File: config.mk
export PLATFORM = sky130hd
export DESIGN_NAME = control_pipe
export DESIGN_NICKNAME = d
export VERILOG_FILES = /design/src/rtl/control_pkg.sv /design/src/rtl/control_decode.sv /design/src/rtl/control_pipe.sv
export SDC_FILE = /design/constraint.sdc
export NUM_CORES = 1
export LEC_CHECK = 0
export CAP_MARGIN = 0
export CORE_MARGIN = 1
export CORE_UTILIZATION = 45
export DETAILED_ROUTE_END_ITERATION = 16
export DONT_BUFFER_PORTS = 1
export GPL_ROUTABILITY_DRIVEN = 1
export PLACE_DENSITY = 0.67
export SYNTH_ARGS = -nofsm -noshare
export SYNTH_HDL_FRONTEND = slang
export SYNTH_SLANG_ARGS = --single-unit
File: constraint.sdc
create_clock -name clk -period 1.6 [get_ports clk]
set_input_delay 0.24 -clock clk [delete_from_list [all_inputs] [get_ports clk]]
set_output_delay 0.24 -clock clk [all_outputs]
set_load 0.1 [all_outputs]
File: src/rtl/control_pkg.sv
`default_nettype none
// ============================================================================
// Package  : control_pkg
// Brief    : Opcode codes, ALU-op encoding and per-stage control bundles.
// Revision : 1.0 - initial release
// ============================================================================
package control_pkg;

  localparam int c_reg_addr_w = 5;

  // opcode[6:2] major codes; opcode[1:0] must equal c_opc_low
  localparam logic [1:0] c_opc_low    = 2'b11;
  localparam logic [4:0] c_opc_load   = 5'b00000;
  localparam logic [4:0] c_opc_op_imm = 5'b00100;
  localparam logic [4:0] c_opc_auipc  = 5'b00101;
  localparam logic [4:0] c_opc_store  = 5'b01000;
  localparam logic [4:0] c_opc_op     = 5'b01100;
  localparam logic [4:0] c_opc_lui    = 5'b01101;
  localparam logic [4:0] c_opc_branch = 5'b11000;
  localparam logic [4:0] c_opc_jalr   = 5'b11001;
  localparam logic [4:0] c_opc_jal    = 5'b11011;

  typedef enum logic [1:0] {
    ALUOP_FUNCT = 2'b00,
    ALUOP_ADDR  = 2'b10,
    ALUOP_LUI   = 2'b11
  } aluop_t;

  typedef struct packed {
    aluop_t aluop;
    logic   alusrc;
    logic   branch;
    logic   pcread;
  } ex_ctrl_t;

  typedef struct packed {
    logic memwrite;
    logic memread;
  } mem_ctrl_t;

  typedef struct packed {
    logic memtoreg;
    logic regwrite;
    logic addpc;
  } wb_ctrl_t;

endpackage
`default_nettype wire

File: src/rtl/control_decode.sv
`default_nettype none
// ============================================================================
// Module   : control_decode
// Brief    : Combinational opcode to {ex, mem, wb} control bundle decoder.
// Revision : 1.0 - initial release
// ============================================================================
module control_decode
  import control_pkg::*;
(
  input  logic [6:0] opcode,
  output ex_ctrl_t   ex_ctrl,
  output mem_ctrl_t  mem_ctrl,
  output wb_ctrl_t   wb_ctrl,
  output logic       illegal,
  output logic       rs1_used,
  output logic       rs2_used
);

  always_comb begin
    ex_ctrl  = '0;
    mem_ctrl = '0;
    wb_ctrl  = '0;
    illegal  = 1'b0;
    rs1_used = 1'b0;
    rs2_used = 1'b0;
    if (opcode[1:0] != c_opc_low) begin
      illegal = 1'b1;
    end else begin
      case (opcode[6:2])
        c_opc_load: begin
          ex_ctrl.aluop    = ALUOP_ADDR;
          ex_ctrl.alusrc   = 1'b1;
          mem_ctrl.memread = 1'b1;
          wb_ctrl.memtoreg = 1'b1;
          wb_ctrl.regwrite = 1'b1;
          rs1_used         = 1'b1;
        end
        c_opc_op_imm: begin
          ex_ctrl.aluop    = ALUOP_FUNCT;
          ex_ctrl.alusrc   = 1'b1;
          wb_ctrl.regwrite = 1'b1;
          rs1_used         = 1'b1;
        end
        c_opc_store: begin
          ex_ctrl.aluop     = ALUOP_ADDR;
          ex_ctrl.alusrc    = 1'b1;
          mem_ctrl.memwrite = 1'b1;
          rs1_used          = 1'b1;
          rs2_used          = 1'b1;
        end
        c_opc_op: begin
          ex_ctrl.aluop    = ALUOP_FUNCT;
          wb_ctrl.regwrite = 1'b1;
          rs1_used         = 1'b1;
          rs2_used         = 1'b1;
        end
        c_opc_branch: begin
          ex_ctrl.aluop  = ALUOP_FUNCT;
          ex_ctrl.branch = 1'b1;
          rs1_used       = 1'b1;
          rs2_used       = 1'b1;
        end
        c_opc_jalr: begin
          ex_ctrl.aluop    = ALUOP_ADDR;
          ex_ctrl.pcread   = 1'b1;
          wb_ctrl.regwrite = 1'b1;
          wb_ctrl.addpc    = 1'b1;
          rs1_used         = 1'b1;
        end
        c_opc_jal: begin
          ex_ctrl.aluop    = ALUOP_ADDR;
          ex_ctrl.pcread   = 1'b1;
          ex_ctrl.alusrc   = 1'b1;
          wb_ctrl.regwrite = 1'b1;
          wb_ctrl.addpc    = 1'b1;
        end
        c_opc_lui: begin
          ex_ctrl.aluop    = ALUOP_LUI;
          ex_ctrl.alusrc   = 1'b1;
          wb_ctrl.regwrite = 1'b1;
        end
        c_opc_auipc: begin
          ex_ctrl.aluop    = ALUOP_FUNCT;
          ex_ctrl.pcread   = 1'b1;
          ex_ctrl.alusrc   = 1'b1;
          wb_ctrl.regwrite = 1'b1;
          wb_ctrl.addpc    = 1'b1;
        end
        default: illegal = 1'b1;
      endcase
    end
  end

endmodule
`default_nettype wire

File: src/rtl/control_pipe.sv
`default_nettype none
// ============================================================================
// Module   : control_pipe
// Brief    : ID decode plus EX/MEM/WB control registers with load-use,
//            stall and flush handling.
// Revision : 1.0 - initial release
// ============================================================================
module control_pipe
  import control_pkg::*;
#(
  parameter int REG_ADDR_W   = c_reg_addr_w,
  parameter bit HAZARD_EN    = 1'b1,
  parameter bit RD0_SUPPRESS = 1'b1
) (
  input  logic                  clk,
  input  logic                  rst_n,
  input  logic                  id_valid_i,
  input  logic [6:0]            id_opcode_i,
  input  logic [REG_ADDR_W-1:0] id_rd_i,
  input  logic [REG_ADDR_W-1:0] id_rs1_i,
  input  logic [REG_ADDR_W-1:0] id_rs2_i,
  input  logic                  stall_i,
  input  logic                  flush_i,
  output logic                  id_illegal_o,
  output logic                  hazard_stall_o,
  output logic                  ex_valid_o,
  output logic [1:0]            ex_aluop_o,
  output logic                  ex_alusrc_o,
  output logic                  ex_branch_o,
  output logic                  ex_pcread_o,
  output logic [REG_ADDR_W-1:0] ex_rd_o,
  output logic                  mem_valid_o,
  output logic                  mem_memwrite_o,
  output logic                  mem_memread_o,
  output logic [REG_ADDR_W-1:0] mem_rd_o,
  output logic                  wb_valid_o,
  output logic                  wb_memtoreg_o,
  output logic                  wb_regwrite_o,
  output logic                  wb_addpc_o,
  output logic [REG_ADDR_W-1:0] wb_rd_o
);

  ex_ctrl_t  w_dec_ex;
  mem_ctrl_t w_dec_mem;
  wb_ctrl_t  w_dec_wb;
  wb_ctrl_t  w_id_wb;
  logic      w_dec_illegal;
  logic      w_rs1_used;
  logic      w_rs2_used;
  logic      w_hazard;
  logic      w_accept;

  logic                  r_ex_valid;
  ex_ctrl_t              r_ex_ctrl;
  mem_ctrl_t             r_ex_mem;
  wb_ctrl_t              r_ex_wb;
  logic [REG_ADDR_W-1:0] r_ex_rd;

  logic                  r_mem_valid;
  mem_ctrl_t             r_mem_ctrl;
  wb_ctrl_t              r_mem_wb;
  logic [REG_ADDR_W-1:0] r_mem_rd;

  logic                  r_wb_valid;
  wb_ctrl_t              r_wb_ctrl;
  logic [REG_ADDR_W-1:0] r_wb_rd;

  control_decode u_decode (
    .opcode   (id_opcode_i),
    .ex_ctrl  (w_dec_ex),
    .mem_ctrl (w_dec_mem),
    .wb_ctrl  (w_dec_wb),
    .illegal  (w_dec_illegal),
    .rs1_used (w_rs1_used),
    .rs2_used (w_rs2_used)
  );

  // Writes to x0 are architecturally discarded; drop them at the source
  always_comb begin
    w_id_wb = w_dec_wb;
    if (RD0_SUPPRESS && (id_rd_i == '0)) begin
      w_id_wb.regwrite = 1'b0;
    end
  end

  generate
    if (HAZARD_EN) begin : g_hazard
      logic w_rs1_hit;
      logic w_rs2_hit;
      assign w_rs1_hit = w_rs1_used && (r_ex_rd == id_rs1_i);
      assign w_rs2_hit = w_rs2_used && (r_ex_rd == id_rs2_i);
      assign w_hazard  = id_valid_i && r_ex_valid && r_ex_mem.memread &&
                         (r_ex_rd != '0) && (w_rs1_hit || w_rs2_hit);
    end else begin : g_no_hazard
      assign w_hazard = 1'b0;
    end
  endgenerate

  assign w_accept       = id_valid_i && !w_dec_illegal && !flush_i && !w_hazard;
  assign id_illegal_o   = id_valid_i && w_dec_illegal;
  assign hazard_stall_o = w_hazard;

  // Stall freezes everything; otherwise MEM/WB always advance and EX either
  // takes the ID instruction or a bubble (flush, hazard, illegal, empty).
  always_ff @(posedge clk or negedge rst_n) begin
    if (!rst_n) begin
      r_ex_valid  <= 1'b0;
      r_ex_ctrl   <= '0;
      r_ex_mem    <= '0;
      r_ex_wb     <= '0;
      r_ex_rd     <= '0;
      r_mem_valid <= 1'b0;
      r_mem_ctrl  <= '0;
      r_mem_wb    <= '0;
      r_mem_rd    <= '0;
      r_wb_valid  <= 1'b0;
      r_wb_ctrl   <= '0;
      r_wb_rd     <= '0;
    end else if (!stall_i) begin
      r_mem_valid <= r_ex_valid;
      r_mem_ctrl  <= r_ex_mem;
      r_mem_wb    <= r_ex_wb;
      r_mem_rd    <= r_ex_rd;
      r_wb_valid  <= r_mem_valid;
      r_wb_ctrl   <= r_mem_wb;
      r_wb_rd     <= r_mem_rd;
      if (w_accept) begin
        r_ex_valid <= 1'b1;
        r_ex_ctrl  <= w_dec_ex;
        r_ex_mem   <= w_dec_mem;
        r_ex_wb    <= w_id_wb;
        r_ex_rd    <= id_rd_i;
      end else begin
        r_ex_valid <= 1'b0;
        r_ex_ctrl  <= '0;
        r_ex_mem   <= '0;
        r_ex_wb    <= '0;
        r_ex_rd    <= '0;
      end
    end
  end

  assign ex_valid_o     = r_ex_valid;
  assign ex_aluop_o     = r_ex_valid ? r_ex_ctrl.aluop : 2'b00;
  assign ex_alusrc_o    = r_ex_valid && r_ex_ctrl.alusrc;
  assign ex_branch_o    = r_ex_valid && r_ex_ctrl.branch;
  assign ex_pcread_o    = r_ex_valid && r_ex_ctrl.pcread;
  assign ex_rd_o        = {REG_ADDR_W{r_ex_valid}} & r_ex_rd;

  assign mem_valid_o    = r_mem_valid;
  assign mem_memwrite_o = r_mem_valid && r_mem_ctrl.memwrite;
  assign mem_memread_o  = r_mem_valid && r_mem_ctrl.memread;
  assign mem_rd_o       = {REG_ADDR_W{r_mem_valid}} & r_mem_rd;

  assign wb_valid_o     = r_wb_valid;
  assign wb_memtoreg_o  = r_wb_valid && r_wb_ctrl.memtoreg;
  assign wb_regwrite_o  = r_wb_valid && r_wb_ctrl.regwrite;
  assign wb_addpc_o     = r_wb_valid && r_wb_ctrl.addpc;
  assign wb_rd_o        = {REG_ADDR_W{r_wb_valid}} & r_wb_rd;

endmodule
`default_nettype wire

* Yosys cells after proc, flatten, opt, wreduce, memory -nomap -nowiden *
Cells that the tools add are included.

word-level totals
  bits of input ports = 27
  bits in latches = 0
  output and inout bits = 30
  logic and storage cells = 92
  memories = 0
  register bits after elaboration = 36
  ROM bits = 0
  RAM bits = 0

operators by class
  order comparisons = 0
  equality and inequality tests = 11
  muxes and demuxes = 23
  divide/modulo/power cells = 0
  shifts and indexed selects = 0
  bitwise logic cells = 3
  $mul = 0
  reduce and logical (&&, ||, !) cells = 32
  add/subtract/negate cells = 0

operators with widths
  operator              count
  $logic_and A1 B1 Y1   18
  $and A5 B5 Y5         3
  $eq A5 B4 Y1 const B  3
  $eq A5 B5 Y1 const B  3
  $mux W5               3
  $mux W1               14
  $reduce_or A6 Y1      2
  $eq A5 B3 Y1 const B  2
  $eq A5 B5 Y1          2
  $logic_not A5 Y1      2
  $reduce_or A9 Y1      1
  $reduce_or A7 Y1      1
  $mux W2               3
  $mux W3               2
  $reduce_or A3 Y1      2
  $reduce_bool A5 Y1    1
  $pmux W2 S2           1
  $reduce_or A4 Y1      1
  $logic_not A1 Y1      3
  $ne A2 B2 Y1 const B  1
  $logic_or A1 B1 Y1    1

* Depth between registers and ports, before layout *
  word-level depth = 10
  gate-level depth with buffers = 7
  gate-level depth less buffers = 5

* Cells and area by module *
Synthesis repeated with hierarchy kept, for this count alone.

unflattened totals
  cell total of the unflattened synthesis = 203
  area total of the unflattened synthesis = 2064.5 µm²

modules (own cells, without submodules)
  module          seq. area each (µm²)  area an instance (µm²)  instances  cells each
  control_pipe    900.9                 1821.7                  1          162
  control_decode  0.0                   242.7                   1          41

* Least setup slack after synthesis *
Ideal clock, no wire load.

  path kind = register -> output
  start = reg r_ex_valid (netlist: ex_valid_o)
  end = out ex_aluop_o[0]
  buffers on the path = 1
  setup slack = -0.636 ns
  arrival = 1.996 ns
  data required time = 1.360 ns
  stages on the path, launching flop included = 3
  cell sequence = dfrtp_1 -> clkbuf_1 -> and2_1

between the ends
  longest elaborated chain between the ends = 1

RTL lines
  element                   RTL line             text
  start: declaration        control_pipe.sv:53   logic r_ex_valid;
  start signal: assignment  control_pipe.sv:107  r_ex_valid <= 1'b0;
  start signal: assignment  control_pipe.sv:128  r_ex_valid <= 1'b1;
  start signal: assignment  control_pipe.sv:134  r_ex_valid <= 1'b0;
  $mux W2                   control_pipe.sv:144  assign ex_aluop_o = r_ex_valid ? r_ex_ctrl.aluop : 2'b00;
  end: declaration          control_pipe.sv:27   output logic [1:0] ex_aluop_o,

Every way passes these cells.

* Worst setup path after layout *
  start = reg r_ex_rd[2]
  end = out hazard_stall_o

between the ends
  longest elaborated chain between the ends = 4
  elaborated cells between the ends (all ways) = 8
  those cells by class = 2 x eq/ne; 6 x reduce/logical

RTL lines
  element                                 RTL line                                text
  start: declaration                      control_pipe.sv:57                      logic [REG_ADDR_W-1:0] r_ex_rd;
  start signal: assignment                control_pipe.sv:132                     r_ex_rd <= id_rd_i;
  $eq A5 B5 Y1 (on tied branches)         control_pipe.sv:90, control_pipe.sv:91
  $logic_and A1 B1 Y1 (on tied branches)  control_pipe.sv:90, control_pipe.sv:91
  $logic_or A1 B1 Y1                      control_pipe.sv:93                      (r_ex_rd != '0) && (w_rs1_hit || w_rs2_hit);
  $logic_and A1 B1 Y1 *                   control_pipe.sv:93
  end: declaration                        control_pipe.sv:25                      output logic hazard_stall_o,

Mark *: on every way between the ends. The rest lies on a longest branch, timed or not.

==> results.cfg <==
[timing]
rsz0062_at_grt = yes
slew_headroom_pct = 54.2
tightest_slew_ps = 687
clock_skew_ps = 4.34
post-route-period-util_pct = 130
drv_slew = 0
min_period_ps = 2070
finalWorstSetupSlack_ps = -474
setup-tns-final_ps = -4580
final-setup-viol-count = 14
fmax_mhz = 482
hold_viol = 0

[synth]
seq_area_frac_synth_pct = 45.3
avgSynthCellArea_um2 = 10.4
synth_edf_count = 0
yosysWarnings = 0
syn-num-nets = 203
synth_ff_type = dfrtp_1
yosys.cell_types.count = 35
synthTopCellsByArea = dfrtp_1 (45%), mux2_2 (12%), and2_1 (8.6%)
synth_seq_cells = 33
syn_area_um2 = 1820
syn_inst = 176
synth_top_area_share_pct = 45.3
synth.largest_area_cell = dfrtp_1
synthArstFlopShare_pct = 100

[placed_design]
dp_hpwl_um = 3250
io_buffers = 0
pre_cts_ws_ps = -343
routabilityCongestion = 0.928

[clock_tree]
cts_buffer_depth = 2
clk_pin_slew_ps = 70
cts_buffers = 5
htreeDepth = 2
numClockSinks = 33
root_buffer = clkbuf_8
cts_tree = yes
clkLatencyLatePin_ps = 280

[drt]
detail_route.wl_per_cell_um = 16.6
vias_per_cell = 5.50
ant_nets = 0
drc = 0
drt_iter0_markers = 81
drtPass1Iterations = 4
route.vias.total = 1447
finalWirelength_um = 4360

[worst_setup_path]
cp-end-kind = primary output
r2r-end = r_ex_rd[2]$_DFFE_PN0N_
crit_path_cell_trace = xor2_1 > nor4_2 > nand3_1 > a21oi_4 > buf_12
arrival_ps = 1830
cp_data_required_time_ps = 1360
reg2reg_from = r_ex_rd[1]$_DFFE_PN0N_
reg2reg_slack_ps = -420
critPathMaxFanout = 3
start_kind = register
path_class = register to primary output
reg2reg_depth = 6
slowest_stage = dfrtp_1
crit_path_max_incr_delay_ps = 420

[global_routing]
groute.usage.overall_pct = 21.6
grt_max_degree = 35
grt_remaining_overflow = 0
antenna_found_initial = 0
grt_first_pass_wirelength_um = 6760
grt_pass1_vias = 1451

[layout]
fill_cells = 271
mostFrequentLayoutCells = dfrtp_1 (28), nand2_1 (22), buf_12 (20), buf_4 (20), mux2_2 (19)
nets = 241
num_antenna_cells = 0
area_growth_pct = 42.4
layout_commonest_cell = dfrtp_1
postLayoutCoreUtil_pct = 68.9
drive_above_1_share_pct = 54.9

[run_status]
violations = setup timing
outcome = finished, violations left

[power]
peakVddDrop_v = 0.000391
power_frac_clock_pct = 37.5
p_switching_uw = 383
leakagePower_nw = 1.20
power_mw = 1.58
p_comb_share_pct = 9.0
switching_share_pct = 24.2
power_density_nw_per_um2 = 610
pwr-share-seq_pct = 53.5
p_int_mw = 1.20

[die]
die_x_um = 65.7
io-pin-count = 57
dieArea_um2 = 4310
rows = 22
die_h_um = 65.7
coreArea_um2 = 3770
start_util_pct = 48.4

[min_path]
hold_depth = 1
hp-start = id_opcode_i[5]
min_to = r_ex_mem[0]$_DFFE_PN0N_
hold_class = primary input to register

[flow_run]
maxCapViolCount = 0
-- per-stage QoR --
step	hold WS, ps	cells	cell area [µm²]
after floorplan	-55.6	176	1890
after global placement	-54.5	249	2400
after detailed placement	-54.5	249	2400
after CTS	44.7	263	2560
after global routing	34.6	263	2600
final	47.8	263	2600
-- final cells by class --
cell class / count / area [µm²] / area share [%]
inverters: 6 / 22.5 / 0.867
clock buffers: 5 / 68.8 / 2.65
clock inverters: 3 / 17.5 / 0.674
repair buffers: 43 / 583 / 22.4
multi-input cells: 125 / 1010 / 38.9
well taps: 48 / 60.1 / 2.31
flip-flops and latches: 33 / 835 / 32.1
-- cells by family after synthesis --
logic type                after synthesis  synth area share (%)
and+or+nand+nor                        70                  20.4
buffers and inverters                  18                  4.46
muxes                                  19                  11.7
AOI/OAI and AO/OA                      26                  13.3
DFF                                    33                  45.3
xor gates and xnor gates               10                  4.80
-- power by group through the flow --
stage | Clock, mW | Sequential [mW] | Combinational, mW
6_report | 0.594 | 0.848 | 0.142
5_1_grt | 0.650 | 0.848 | 0.152
4_1_cts | 0.602 | 0.848 | 0.140
3_5_place_dp | 0 | 0.864 | 0.112
3_3_place_gp | 0 | 0.863 | 0.108
2_1_floorplan | 0 | 0.872 | 0.0977
-- worst max-delay path by stage --
stage / slack, ps / end / startpoint
floorplan: -110 / r_ex_rd[0]$_DFFE_PN0N_ / r_ex_rd[1]$_DFFE_PN0N_
global placement: -190 / hazard_stall_o / r_ex_rd[0]$_DFFE_PN0N_
detailed placement: -340 / r_ex_rd[1]$_DFFE_PN0N_ / r_ex_rd[1]$_DFFE_PN0N_
CTS: -470 / hazard_stall_o / r_ex_rd[2]$_DFFE_PN0N_
global route: -500 / hazard_stall_o / r_ex_rd[2]$_DFFE_PN0N_
finish: -470 / hazard_stall_o / r_ex_rd[2]$_DFFE_PN0N_
-- what timing repair did --
action,in CTS,in global routing
hold buffers,2,0
buffers inserted,4,0
pin swaps,5,2
endpoints found under the setup margin,14,15
gates resized for setup,3,7
endpoints found under the hold margin,33,0
-- synth_stat cells, drive strengths merged (2+ instances only) --
| cell type | number |
|---|---|
| a21oi | 2 |
| and2 | 26 |
| buf | 4 |
| clkbuf | 8 |
| dfrtp | 33 |
| inv | 6 |
| mux2 | 19 |
| nand2 | 22 |
| nand3 | 4 |
| nand4 | 2 |
| nor2 | 3 |
| nor2b | 2 |
| nor3 | 2 |
| nor4 | 5 |
| o21ai | 8 |
| o31ai | 10 |
| xnor2 | 2 |
| xor2 | 8 |
-- routing by layer --
layer	vias up	track usage, %	share of wire [%]
met3	20	5.90	6.2
met1	672	21.3	37
met5	-	0	0
li1	687	-	-
met4	0	16.6	5.9
met2	68	37.9	51
-- sequential cells by signal, indices dropped and copies added, names as in the netlist --
signal       cells
r_mem_ctrl       2
r_wb_rd          5
r_ex_rd          5
r_mem_rd         5
r_wb_ctrl        3
r_ex_ctrl        5
mem_valid_o      1
wb_valid_o       1
r_mem_wb         2
ex_valid_o       1
r_ex_wb          1
r_ex_mem         2
-- worst max-delay path: cells and delay by family (launching register included) --
kind            cells  cell delay (ps)
compound gates      1              230
xor+xnor            1              190
buf+inv             1              200
flops               1              420
simple gates        2              500
(Power assumes the default switching activity.)
